$ cat src/rtl/ep_arb_pkg.sv
// Shared types and TRN bus widths for the endpoint tx arbiter.
package ep_arb_pkg;

   localparam int TD_W    = 64;
   localparam int REM_W   = 8;
   localparam int NCH_MAX = 8;

   typedef enum logic [1:0] {
      IDLE  = 2'd0,
      GRANT = 2'd1,
      BUSY  = 2'd2,
      GAP   = 2'd3
   } arb_state_e;

endpackage

$ cat src/rtl/ep_arb_if.sv
// Channel-side TRN handshake/bus and merged core-side TRN tx bus.
interface ep_arb_if import ep_arb_pkg::*; #(
   parameter int NCH = 2
) ();

   logic [NCH-1:0]             chn_reqep;
   logic [NCH-1:0]             chn_drvn;
   logic [NCH-1:0]             chn_trn;
   logic [NCH-1:0][TD_W-1:0]   chn_trn_td;
   logic [NCH-1:0][REM_W-1:0]  chn_trn_trem_n;
   logic [NCH-1:0]             chn_trn_tsof_n;
   logic [NCH-1:0]             chn_trn_teof_n;
   logic [NCH-1:0]             chn_trn_tsrc_rdy_n;

   logic [TD_W-1:0]            trn_td;
   logic [REM_W-1:0]           trn_trem_n;
   logic                       trn_tsof_n;
   logic                       trn_teof_n;
   logic                       trn_tsrc_rdy_n;

   // Arbiter side: takes channel requests/buses, drives grants and merged bus.
   modport slave (
      input  chn_reqep, chn_drvn, chn_trn_td, chn_trn_trem_n,
             chn_trn_tsof_n, chn_trn_teof_n, chn_trn_tsrc_rdy_n,
      output chn_trn, trn_td, trn_trem_n, trn_tsof_n, trn_teof_n, trn_tsrc_rdy_n
   );

   // Channel/core side.
   modport master (
      output chn_reqep, chn_drvn, chn_trn_td, chn_trn_trem_n,
             chn_trn_tsof_n, chn_trn_teof_n, chn_trn_tsrc_rdy_n,
      input  chn_trn, trn_td, trn_trem_n, trn_tsof_n, trn_teof_n, trn_tsrc_rdy_n
   );

endinterface

$ cat src/rtl/ep_arb_rr_pick.sv
// Combinational round-robin picker: first requester after 'last', wrapping.
module rr_pick #(
   parameter int NCH   = 2,
   parameter int IDX_W = 1
) (
   input  logic [NCH-1:0]   req,
   input  logic [IDX_W-1:0] last,
   output logic [NCH-1:0]   gnt_oh,
   output logic [IDX_W-1:0] gnt_idx,
   output logic             vld
);

   logic [IDX_W-1:0] k;

   // Scan last+1 .. last+NCH (mod NCH); the first hit wins.
   always_comb begin
      gnt_oh  = '0;
      gnt_idx = '0;
      vld     = 1'b0;
      k       = '0;
      for (int i = 1; i <= NCH; i++) begin
         k = IDX_W'((int'(last) + i) % NCH);
         if (!vld && req[k]) begin
            vld        = 1'b1;
            gnt_idx    = k;
            gnt_oh[k]  = 1'b1;
         end
      end
   end

endmodule

$ cat src/rtl/ep_arb.sv
// Endpoint TRN tx arbiter: round-robin grant FSM with unused-grant timeout,
// OR/AND merge of the channel buses, and drive-violation detection.
module ep_arb import ep_arb_pkg::*; #(
   parameter  int NCH   = 2,
   parameter  int TO_W  = 4,
   localparam int IDX_W = (NCH > 1) ? $clog2(NCH) : 1
) (
   input  logic             clk,
   input  logic             rst_n,
   ep_arb_if.slave          bus,
   output logic [IDX_W-1:0] gnt_idx,
   output logic             timeout_err,
   output logic             viol_err
);

   arb_state_e       state;
   logic [IDX_W-1:0] last;
   logic [TO_W-1:0]  cnt;
   logic [NCH-1:0]   pick_oh;
   logic [IDX_W-1:0] pick_idx;
   logic             pick_vld;
   logic [NCH-1:0]   allowed;

   rr_pick #(.NCH(NCH), .IDX_W(IDX_W)) u_pick (
      .req     (bus.chn_reqep),
      .last    (last),
      .gnt_oh  (pick_oh),
      .gnt_idx (pick_idx),
      .vld     (pick_vld)
   );

   // Grant FSM; chn_trn drops on the edge into GAP so grants never overlap.
   always_ff @(posedge clk) begin
      if (!rst_n) begin
         state       <= IDLE;
         bus.chn_trn <= '0;
         gnt_idx     <= '0;
         last        <= IDX_W'(NCH - 1);
         cnt         <= '0;
         timeout_err <= 1'b0;
      end else begin
         timeout_err <= 1'b0;
         unique case (state)
            IDLE: begin
               if (pick_vld) begin
                  bus.chn_trn <= pick_oh;
                  gnt_idx     <= pick_idx;
                  last        <= pick_idx;
                  cnt         <= '0;
                  state       <= GRANT;
               end
            end
            GRANT: begin
               if (bus.chn_drvn[gnt_idx]) begin
                  state <= BUSY;
               end else if (!bus.chn_reqep[gnt_idx]) begin
                  bus.chn_trn <= '0;
                  state       <= GAP;
               end else if (cnt == '1) begin
                  bus.chn_trn <= '0;
                  timeout_err <= 1'b1;
                  state       <= GAP;
               end else begin
                  cnt <= cnt + 1'b1;
               end
            end
            BUSY: begin
               if (!bus.chn_drvn[gnt_idx]) begin
                  bus.chn_trn <= '0;
                  state       <= GAP;
               end
            end
            GAP:     state <= IDLE;
            default: state <= IDLE;
         endcase
      end
   end

   // Merge: idle channels present td=0 and all-ones on active-low strobes.
   always_comb begin
      bus.trn_td         = '0;
      bus.trn_trem_n     = '1;
      bus.trn_tsof_n     = 1'b1;
      bus.trn_teof_n     = 1'b1;
      bus.trn_tsrc_rdy_n = 1'b1;
      for (int i = 0; i < NCH; i++) begin
         bus.trn_td         = bus.trn_td | bus.chn_trn_td[i];
         bus.trn_trem_n     = bus.trn_trem_n & bus.chn_trn_trem_n[i];
         bus.trn_tsof_n     = bus.trn_tsof_n & bus.chn_trn_tsof_n[i];
         bus.trn_teof_n     = bus.trn_teof_n & bus.chn_trn_teof_n[i];
         bus.trn_tsrc_rdy_n = bus.trn_tsrc_rdy_n & bus.chn_trn_tsrc_rdy_n[i];
      end
   end

   // Violation: drvn outside the grant; the last owner may still drive in GAP.
   always_comb begin
      allowed = bus.chn_trn;
      if (state == GAP) allowed[gnt_idx] = 1'b1;
      viol_err = |(bus.chn_drvn & ~allowed);
   end

endmodule

$ cat src/flat_wrapper.sv
// flat-port wrapper written by rule: the top's interface ports become plain ports
module ep_arb_flat import ep_arb_pkg::*;
#(
   parameter  int NCH   = 2,
   parameter  int TO_W  = 4,
   localparam int IDX_W = (NCH > 1) ? $clog2(NCH) : 1
)
  (clk, rst_n, gnt_idx, timeout_err, viol_err, bus_chn_reqep, bus_chn_drvn, bus_chn_trn_td, bus_chn_trn_trem_n, bus_chn_trn_tsof_n, bus_chn_trn_teof_n, bus_chn_trn_tsrc_rdy_n, bus_chn_trn, bus_trn_td, bus_trn_trem_n, bus_trn_tsof_n, bus_trn_teof_n, bus_trn_tsrc_rdy_n);
  ep_arb_if #(.NCH(NCH)) bus_i ();
  input  logic clk;
  input  logic rst_n;
  output logic [IDX_W-1:0] gnt_idx;
  output logic timeout_err;
  output logic viol_err;
  input wire logic [$bits(bus_i.chn_reqep)-1:0] bus_chn_reqep;
  input wire logic [$bits(bus_i.chn_drvn)-1:0] bus_chn_drvn;
  input wire logic [$bits(bus_i.chn_trn_td)-1:0] bus_chn_trn_td;
  input wire logic [$bits(bus_i.chn_trn_trem_n)-1:0] bus_chn_trn_trem_n;
  input wire logic [$bits(bus_i.chn_trn_tsof_n)-1:0] bus_chn_trn_tsof_n;
  input wire logic [$bits(bus_i.chn_trn_teof_n)-1:0] bus_chn_trn_teof_n;
  input wire logic [$bits(bus_i.chn_trn_tsrc_rdy_n)-1:0] bus_chn_trn_tsrc_rdy_n;
  output wire logic [$bits(bus_i.chn_trn)-1:0] bus_chn_trn;
  output wire logic [$bits(bus_i.trn_td)-1:0] bus_trn_td;
  output wire logic [$bits(bus_i.trn_trem_n)-1:0] bus_trn_trem_n;
  output wire logic [$bits(bus_i.trn_tsof_n)-1:0] bus_trn_tsof_n;
  output wire logic [$bits(bus_i.trn_teof_n)-1:0] bus_trn_teof_n;
  output wire logic [$bits(bus_i.trn_tsrc_rdy_n)-1:0] bus_trn_tsrc_rdy_n;
  assign bus_i.chn_reqep = bus_chn_reqep;
  assign bus_i.chn_drvn = bus_chn_drvn;
  assign bus_i.chn_trn_td = bus_chn_trn_td;
  assign bus_i.chn_trn_trem_n = bus_chn_trn_trem_n;
  assign bus_i.chn_trn_tsof_n = bus_chn_trn_tsof_n;
  assign bus_i.chn_trn_teof_n = bus_chn_trn_teof_n;
  assign bus_i.chn_trn_tsrc_rdy_n = bus_chn_trn_tsrc_rdy_n;
  assign bus_chn_trn = bus_i.chn_trn;
  assign bus_trn_td = bus_i.trn_td;
  assign bus_trn_trem_n = bus_i.trn_trem_n;
  assign bus_trn_tsof_n = bus_i.trn_tsof_n;
  assign bus_trn_teof_n = bus_i.trn_teof_n;
  assign bus_trn_tsrc_rdy_n = bus_i.trn_tsrc_rdy_n;
  ep_arb #(.NCH(NCH), .TO_W(TO_W)) u_core (.clk(clk), .rst_n(rst_n), .bus(bus_i), .gnt_idx(gnt_idx), .timeout_err(timeout_err), .viol_err(viol_err));
endmodule
$ cat config.mk
export PLATFORM = sky130hd
export DESIGN_NAME = ep_arb_flat
export DESIGN_NICKNAME = d
export VERILOG_FILES = /design/src/rtl/ep_arb_pkg.sv /design/src/rtl/ep_arb_if.sv /design/src/rtl/ep_arb_rr_pick.sv /design/src/rtl/ep_arb.sv /design/src/flat_wrapper.sv
export SDC_FILE = /design/constraint.sdc
export NUM_CORES = 1
export LEC_CHECK = 0
export ABC_AREA = 1
export CORE_AREA = 5 5 87 89
export CTS_BUF_LIST = sky130_fd_sc_hd__clkbuf_16
export CTS_CLUSTER_DIAMETER = 60
export DETAILED_ROUTE_END_ITERATION = 16
export DIE_AREA = 0 0 92 94
export PLACE_DENSITY = 0.78
export SLEW_MARGIN = 20
export SYNTH_ARGS = -nofsm -noshare
export SYNTH_HDL_FRONTEND = slang
export SYNTH_SLANG_ARGS = --single-unit
export TNS_END_PERCENT = 1
$ cat constraint.sdc
create_clock -name clk -period 4 [get_ports clk]
set_input_delay 1.2 -clock clk [delete_from_list [all_inputs] [get_ports clk]]
set_output_delay 1.2 -clock clk [all_outputs]
set_load 0.02 [all_outputs]
=== Word level (Yosys, flattened, before mapping) ===
Cells that the tools add are included.
Widths: inputs -> output; s select.

* Add/subtract/negate cells: 3
* Order comparisons: 6
* Equality and inequality tests: 11
* Multiplexer cells: 39
* Bitwise operators: 12
* Reduce and logical (&&, ||, !) cells: 14

{| class="wikitable"
|+ Operators with widths
! operator !! number
|-
| $or 64x64->64 || 1
|-
| $mux 2 || 13
|-
| $mux 1 || 16
|-
| $mux 4 || 4
|-
| $reduce_and 5->1 || 2
|-
| $and 8x8->8 || 1
|-
| $pmux 2 s4 || 1
|-
| $pmux 4 s2 || 1
|-
| $lt 1x2->1 const B || 3
|-
| $ne 2x2->1 const B || 3
|-
| $pmux 2 s3 || 1
|-
| $add 4x1->4 const B || 1
|-
| $eq 2x2->1 const B || 2
|-
| $eq 4x4->1 const B || 1
|-
| $logic_and 1x1->1 || 4
|-
| $ne 2x1->1 const B || 2
|-
| $ne 4x4->1 const B || 1
|-
| $or 2x2->2 || 2
|-
| $reduce_or 4->1 || 1
|-
| $and 1x1->1 || 3
|-
| $demux 1 s1 || 3
|-
| $ge 1x1->1 const B || 3
|-
| $ne 3x3->1 const B || 1
|-
| $not 1->1 || 3
|-
| other kinds (11) || 12
|}

* Flip-flop bits (word level): 11
* Input bits: 156
* Output and inout port bits: 80

=== Logic depth before layout (Yosys ltp) ===
Gate-level depths: netlist of run 1.

* Depth in word-level cells: 10
* Depth in mapped cells: 10
* Gate-level depth less buffers: 10

=== By module ===
Synthesis of run 1 repeated with hierarchy kept, for this count alone.

* Cells, all modules: 203
* Area total of the unflattened synthesis: 1257.5 um^2

{| class="wikitable"
|+ By module, submodules not included
! module !! times used !! cells each !! area each (um^2)
|-
| ep_arb || 1 || 196 || 1227.4
|-
| rr_pick || 1 || 7 || 30.0
|}

=== Worst setup path before layout of run 1 ===
Ideal clock, no wire load.

* Path type: input to output
* Start: input port bus_chn_trn_td[64]
* End: output port bus_trn_td[0]
* Arrival: 1.537 ns
* Data required time: 2.800 ns
* Slack: 1.263 ns
* Cell stages on the path: 1
* Path through: or2_2

* Cells in the longest elaborated chain, start to end: 1

{| class="wikitable"
|+ Ends and longest elaborated chain
! what !! line !! text
|-
| from (decl) || flat_wrapper.sv:17 || <nowiki>input wire logic [$bits(bus_i.chn_trn_td)-1:0] bus_chn_trn_td;</nowiki>
|-
| $or 64x64->64 || ep_arb.sv:87 || <nowiki>bus.trn_td = bus.trn_td | bus.chn_trn_td[i];</nowiki>
|-
| to (decl) || flat_wrapper.sv:23 || <nowiki>output wire logic [$bits(bus_i.trn_td)-1:0] bus_trn_td;</nowiki>
|}

No other way between the ends.

=== Final worst setup path of run 1 ===
* Start: input port bus_chn_trn_td[114]
* End: output port bus_trn_td[50]

Same word-level chain as after synthesis.

==> results of run 1 <==
==> through the flow <==
stage               area (um^2)  instances
finish                     3810        525
CTS                        3810        525
global placement           3730        521
floorplan                  1270        206
detailed placement         3730        521
global route               3810        525
==> cell usage after synthesis <==
library cell	n	share of area
nor2_1	13	0.038
o21ai_0	1	0.0039
o21bai_1	1	0.0059
nand2_4	2	0.018
inv_1	27	0.079
nand2_1	43	0.13
inv_2	2	0.0059
ha_1	6	0.059
nand2_2	5	0.025
nor2_2	4	0.020
nand4_1	1	0.0049
nor2_4	2	0.018
a21oi_1	8	0.031
or2_2	64	0.31
nand3_4	1	0.014
nand3_1	12	0.047
a22o_1	1	0.0069
nor3b_1	1	0.0059
nor4_1	1	0.0049
dfxtp_1	11	0.17
==> path summary, 6_finish.rpt <==
| kind | startpoint | end |
|---|---|---|
| setup / recovery | bus_chn_trn_td[114] | bus_trn_td[50] |
| hold / removal | u_core.cnt[1]$_SDFFE_PN0P_ | u_core.cnt[1]$_SDFFE_PN0P_ |
| setup reg to reg | u_core.state[1]$_SDFFE_PN0P_ | u_core.cnt[3]$_SDFFE_PN0P_ |
| hold reg to reg | u_core.cnt[1]$_SDFFE_PN0P_ | u_core.cnt[1]$_SDFFE_PN0P_ |
==> worst reg2reg max path: cells and delay by family (launching register included) <==
| kind | cells | cell delay [ns] |
|---|---|---|
| adder cells (fa/ha/maj) | 1 | 0.25 |
| buffers and inverters | 3 | 0.34 |
| AND/OR/NAND/NOR | 6 | 0.41 |
| flip-flops | 1 | 0.40 |
==> layer usage <==
| metal | vias up | GRT usage | routed length [um] |
|---|---|---|---|
| met1 | 931 | 0.176 | 2800 |
| met4 | 0 | 0.0433 | 119 |
| li1 | 1102 | - | - |
| met2 | 131 | 0.328 | 4010 |
| met3 | 11 | 0.0641 | 860 |
| met5 | - | 0 | 0 |
==> cell families (layout without fill, tap and decap cells) <==
family	Yosys count	after routing	share of synthesized area
flops	11	11	0.173
simple gates	149	149	0.635
fa+ha+maj	6	6	0.0589
buf+inv	29	268	0.0854
compound gates	11	11	0.0481
==> registers in the layout, summed over array words and instances, names as in the netlist <==
| signal | cells |
|---|---|
| u_core.timeout_err | 1 |
| u_core.gnt_idx | 1 |
| u_core.cnt | 4 |
| u_core.state | 2 |
| u_core.last | 1 |
| u_core.bus.chn_trn | 2 |
==> layout make-up <==
cell class	instances	area share
Sequential cell	11	0.0579
Tap cell	80	0.0263
Clock buffer	3	0.0197
Multi-Input combinational cell	166	0.249
Timing Repair Buffer	235	0.618
Inverter	29	0.0286
Clock inverter	1	0.000986
==> cells in the final DEF, fill, tap and decap left out, types with 3 or more instances in the layout <==
master | netlist | routed
clkdlybuf4s50_1 | 0 | 235
nand2_1 | 43 | 43
inv_1 | 27 | 28
nand2_2 | 5 | 5
nor2_2 | 4 | 4
a21oi_1 | 8 | 8
nand3_1 | 12 | 12
or2_2 | 64 | 64
nor2_1 | 13 | 13
dfxtp_1 | 11 | 11
ha_1 | 6 | 6
clkbuf_16 | 0 | 3
==> power by group <==
part | switching, mW | total [mW] | internal (mW)
combinational | 0.330 | 0.685 | 0.356
clock | 0.0511 | 0.182 | 0.131
sequential | 0.0318 | 0.171 | 0.139
==> flow_metrics.env, run 1 <==
export IMPL_fin_total_pwr_mw=1.04
export IMPL_powerDensity_nw_per_um2=273
export IMPL_holdPathStages=2
export IMPL_fp_dieW_um=92
export IMPL_cts_tree="done"
export IMPL_post_route_drc_count=0
export IMPL_yosysWarnings=0
export IMPL_cts_made_buffers=3
export IMPL_layout_nets=608
export IMPL_die_h_um=94
export IMPL_skew_ns=0.00168
export IMPL_yosysSeqAreaShare=0.173
export IMPL_grt_max_degree=10
export IMPL_clkSinkCount=11
export IMPL_viasPerCell=4.14
export IMPL_path_buf_inv=2
export IMPL_ant_nets=0
export IMPL_ctsHtreeMaxLevel=1
export IMPL_fin_crit_ns=3.73
export IMPL_cts_resized=0
export IMPL_cp_arrival_ns=2.53
export IMPL_required_ns=2.80
export IMPL_routed_wl_mm=7.78
export IMPL_core_area_um2=6680
export IMPL_n_antenna_cell=0
export IMPL_worst_path_largest_cell_delay_ns=0.55
export IMPL_rows=30
export IMPL_area_delta_synth_final_pct=199
export IMPL_rsz0062_at_grt="no"
export IMPL_crit_fanout=1
export IMPL_report_final_slew_viol_count=0
export IMPL_crit_path_cell_trace="clkdlybuf4s50_1, or2_2, clkdlybuf4s50_1"
export IMPL_grt_first_pass_wirelength_mm=11.6
export IMPL_clock_fmax_ghz=0.268
export IMPL_numPortBuffers=235
export IMPL_finalHoldViolCount=0
export IMPL_worstSetupStartpointType="input port"
export IMPL_tightest_slew_ns=0.276
export IMPL_cts_setup_buffers=0
export IMPL_ys_seq_elements=11
export IMPL_criticalPathCategory="in2out"
export IMPL_rrSetupSlack_ns=2.49
export IMPL_crit_top_cell="clkdlybuf4s50_1"
export IMPL_setup_ws_ns=0.275
export IMPL_track_usage=0.172
export IMPL_crit_slowest_cell="clkdlybuf4s50_1"
export IMPL_start_util=0.191
export IMPL_ir_drop_mv=0.246
export IMPL_die_area_um2=8650
export IMPL_multiInputGateArea_um2=946
export IMPL_timing_hold_ws_ns=0.492
export IMPL_worstSetupEndpointType="output pin"
export IMPL_place_congestion=0.810
export IMPL_fin_util=0.570
export IMPL_outcome="finished, final reports clean"
export IMPL_min_path_type="reg2reg"
export IMPL_period_share=0.931
export IMPL_cp_num_cells=3
export IMPL_syn_nets=368
export IMPL_dp_slack_ns=0.268
export IMPL_first_global_vias=2162
export IMPL_syn_inst=206
export IMPL_syn_area_per_cell_um2=6.19
export IMPL_slew_headroom=0.814
export IMPL_num_io_pins=236
export IMPL_drv_cap=0
export IMPL_wl_per_cell_um=14.8
export IMPL_cts_root_buf="clkbuf_16"
export IMPL_reg2reg_depth=10
export IMPL_drive_above_1_share=0.187
export IMPL_path_clk_slew_ns=0.04
export IMPL_path_delay_family="buffers and inverters"
export IMPL_setup_tns_ns=0
export IMPL_grt_ovfl_total=0
export IMPL_area_sequential_um2=220
export IMPL_finalSetupViolations=0
export IMPL_cts_buffer_depth=2
export IMPL_antenna_found_initial=0
export IMPL_clock_latency_ns=0.24
export IMPL_n_fill_cell=606
export IMPL_dpl_hpwl_mm=7.13
export IMPL_syn_cell_area_um2=1270
export IMPL_hold_buffers=0
export IMPL_dr_pass1_iters=4
export IMPL_p_leak_nw=1.65
export IMPL_synth_cell_types=20
export IMPL_dr_first_iter_drc_count=33
export IMPL_route_vias_total=2175
Note: power is estimated with default switching activity, not from simulation.
==> run 2: changes to the inputs <==
CTS_CLUSTER_SIZE = 10   (was not set)
==> results of run 2 <==
No change in the layout: final DEF, timing and power equal those of run 1.
==> run 3: changes to the inputs <==
CAP_MARGIN = 30   (was not set)
GPL_ROUTABILITY_DRIVEN = 0   (was not set)
==> results of run 3 <==
No change in the layout: final DEF, timing and power equal those of run 1.
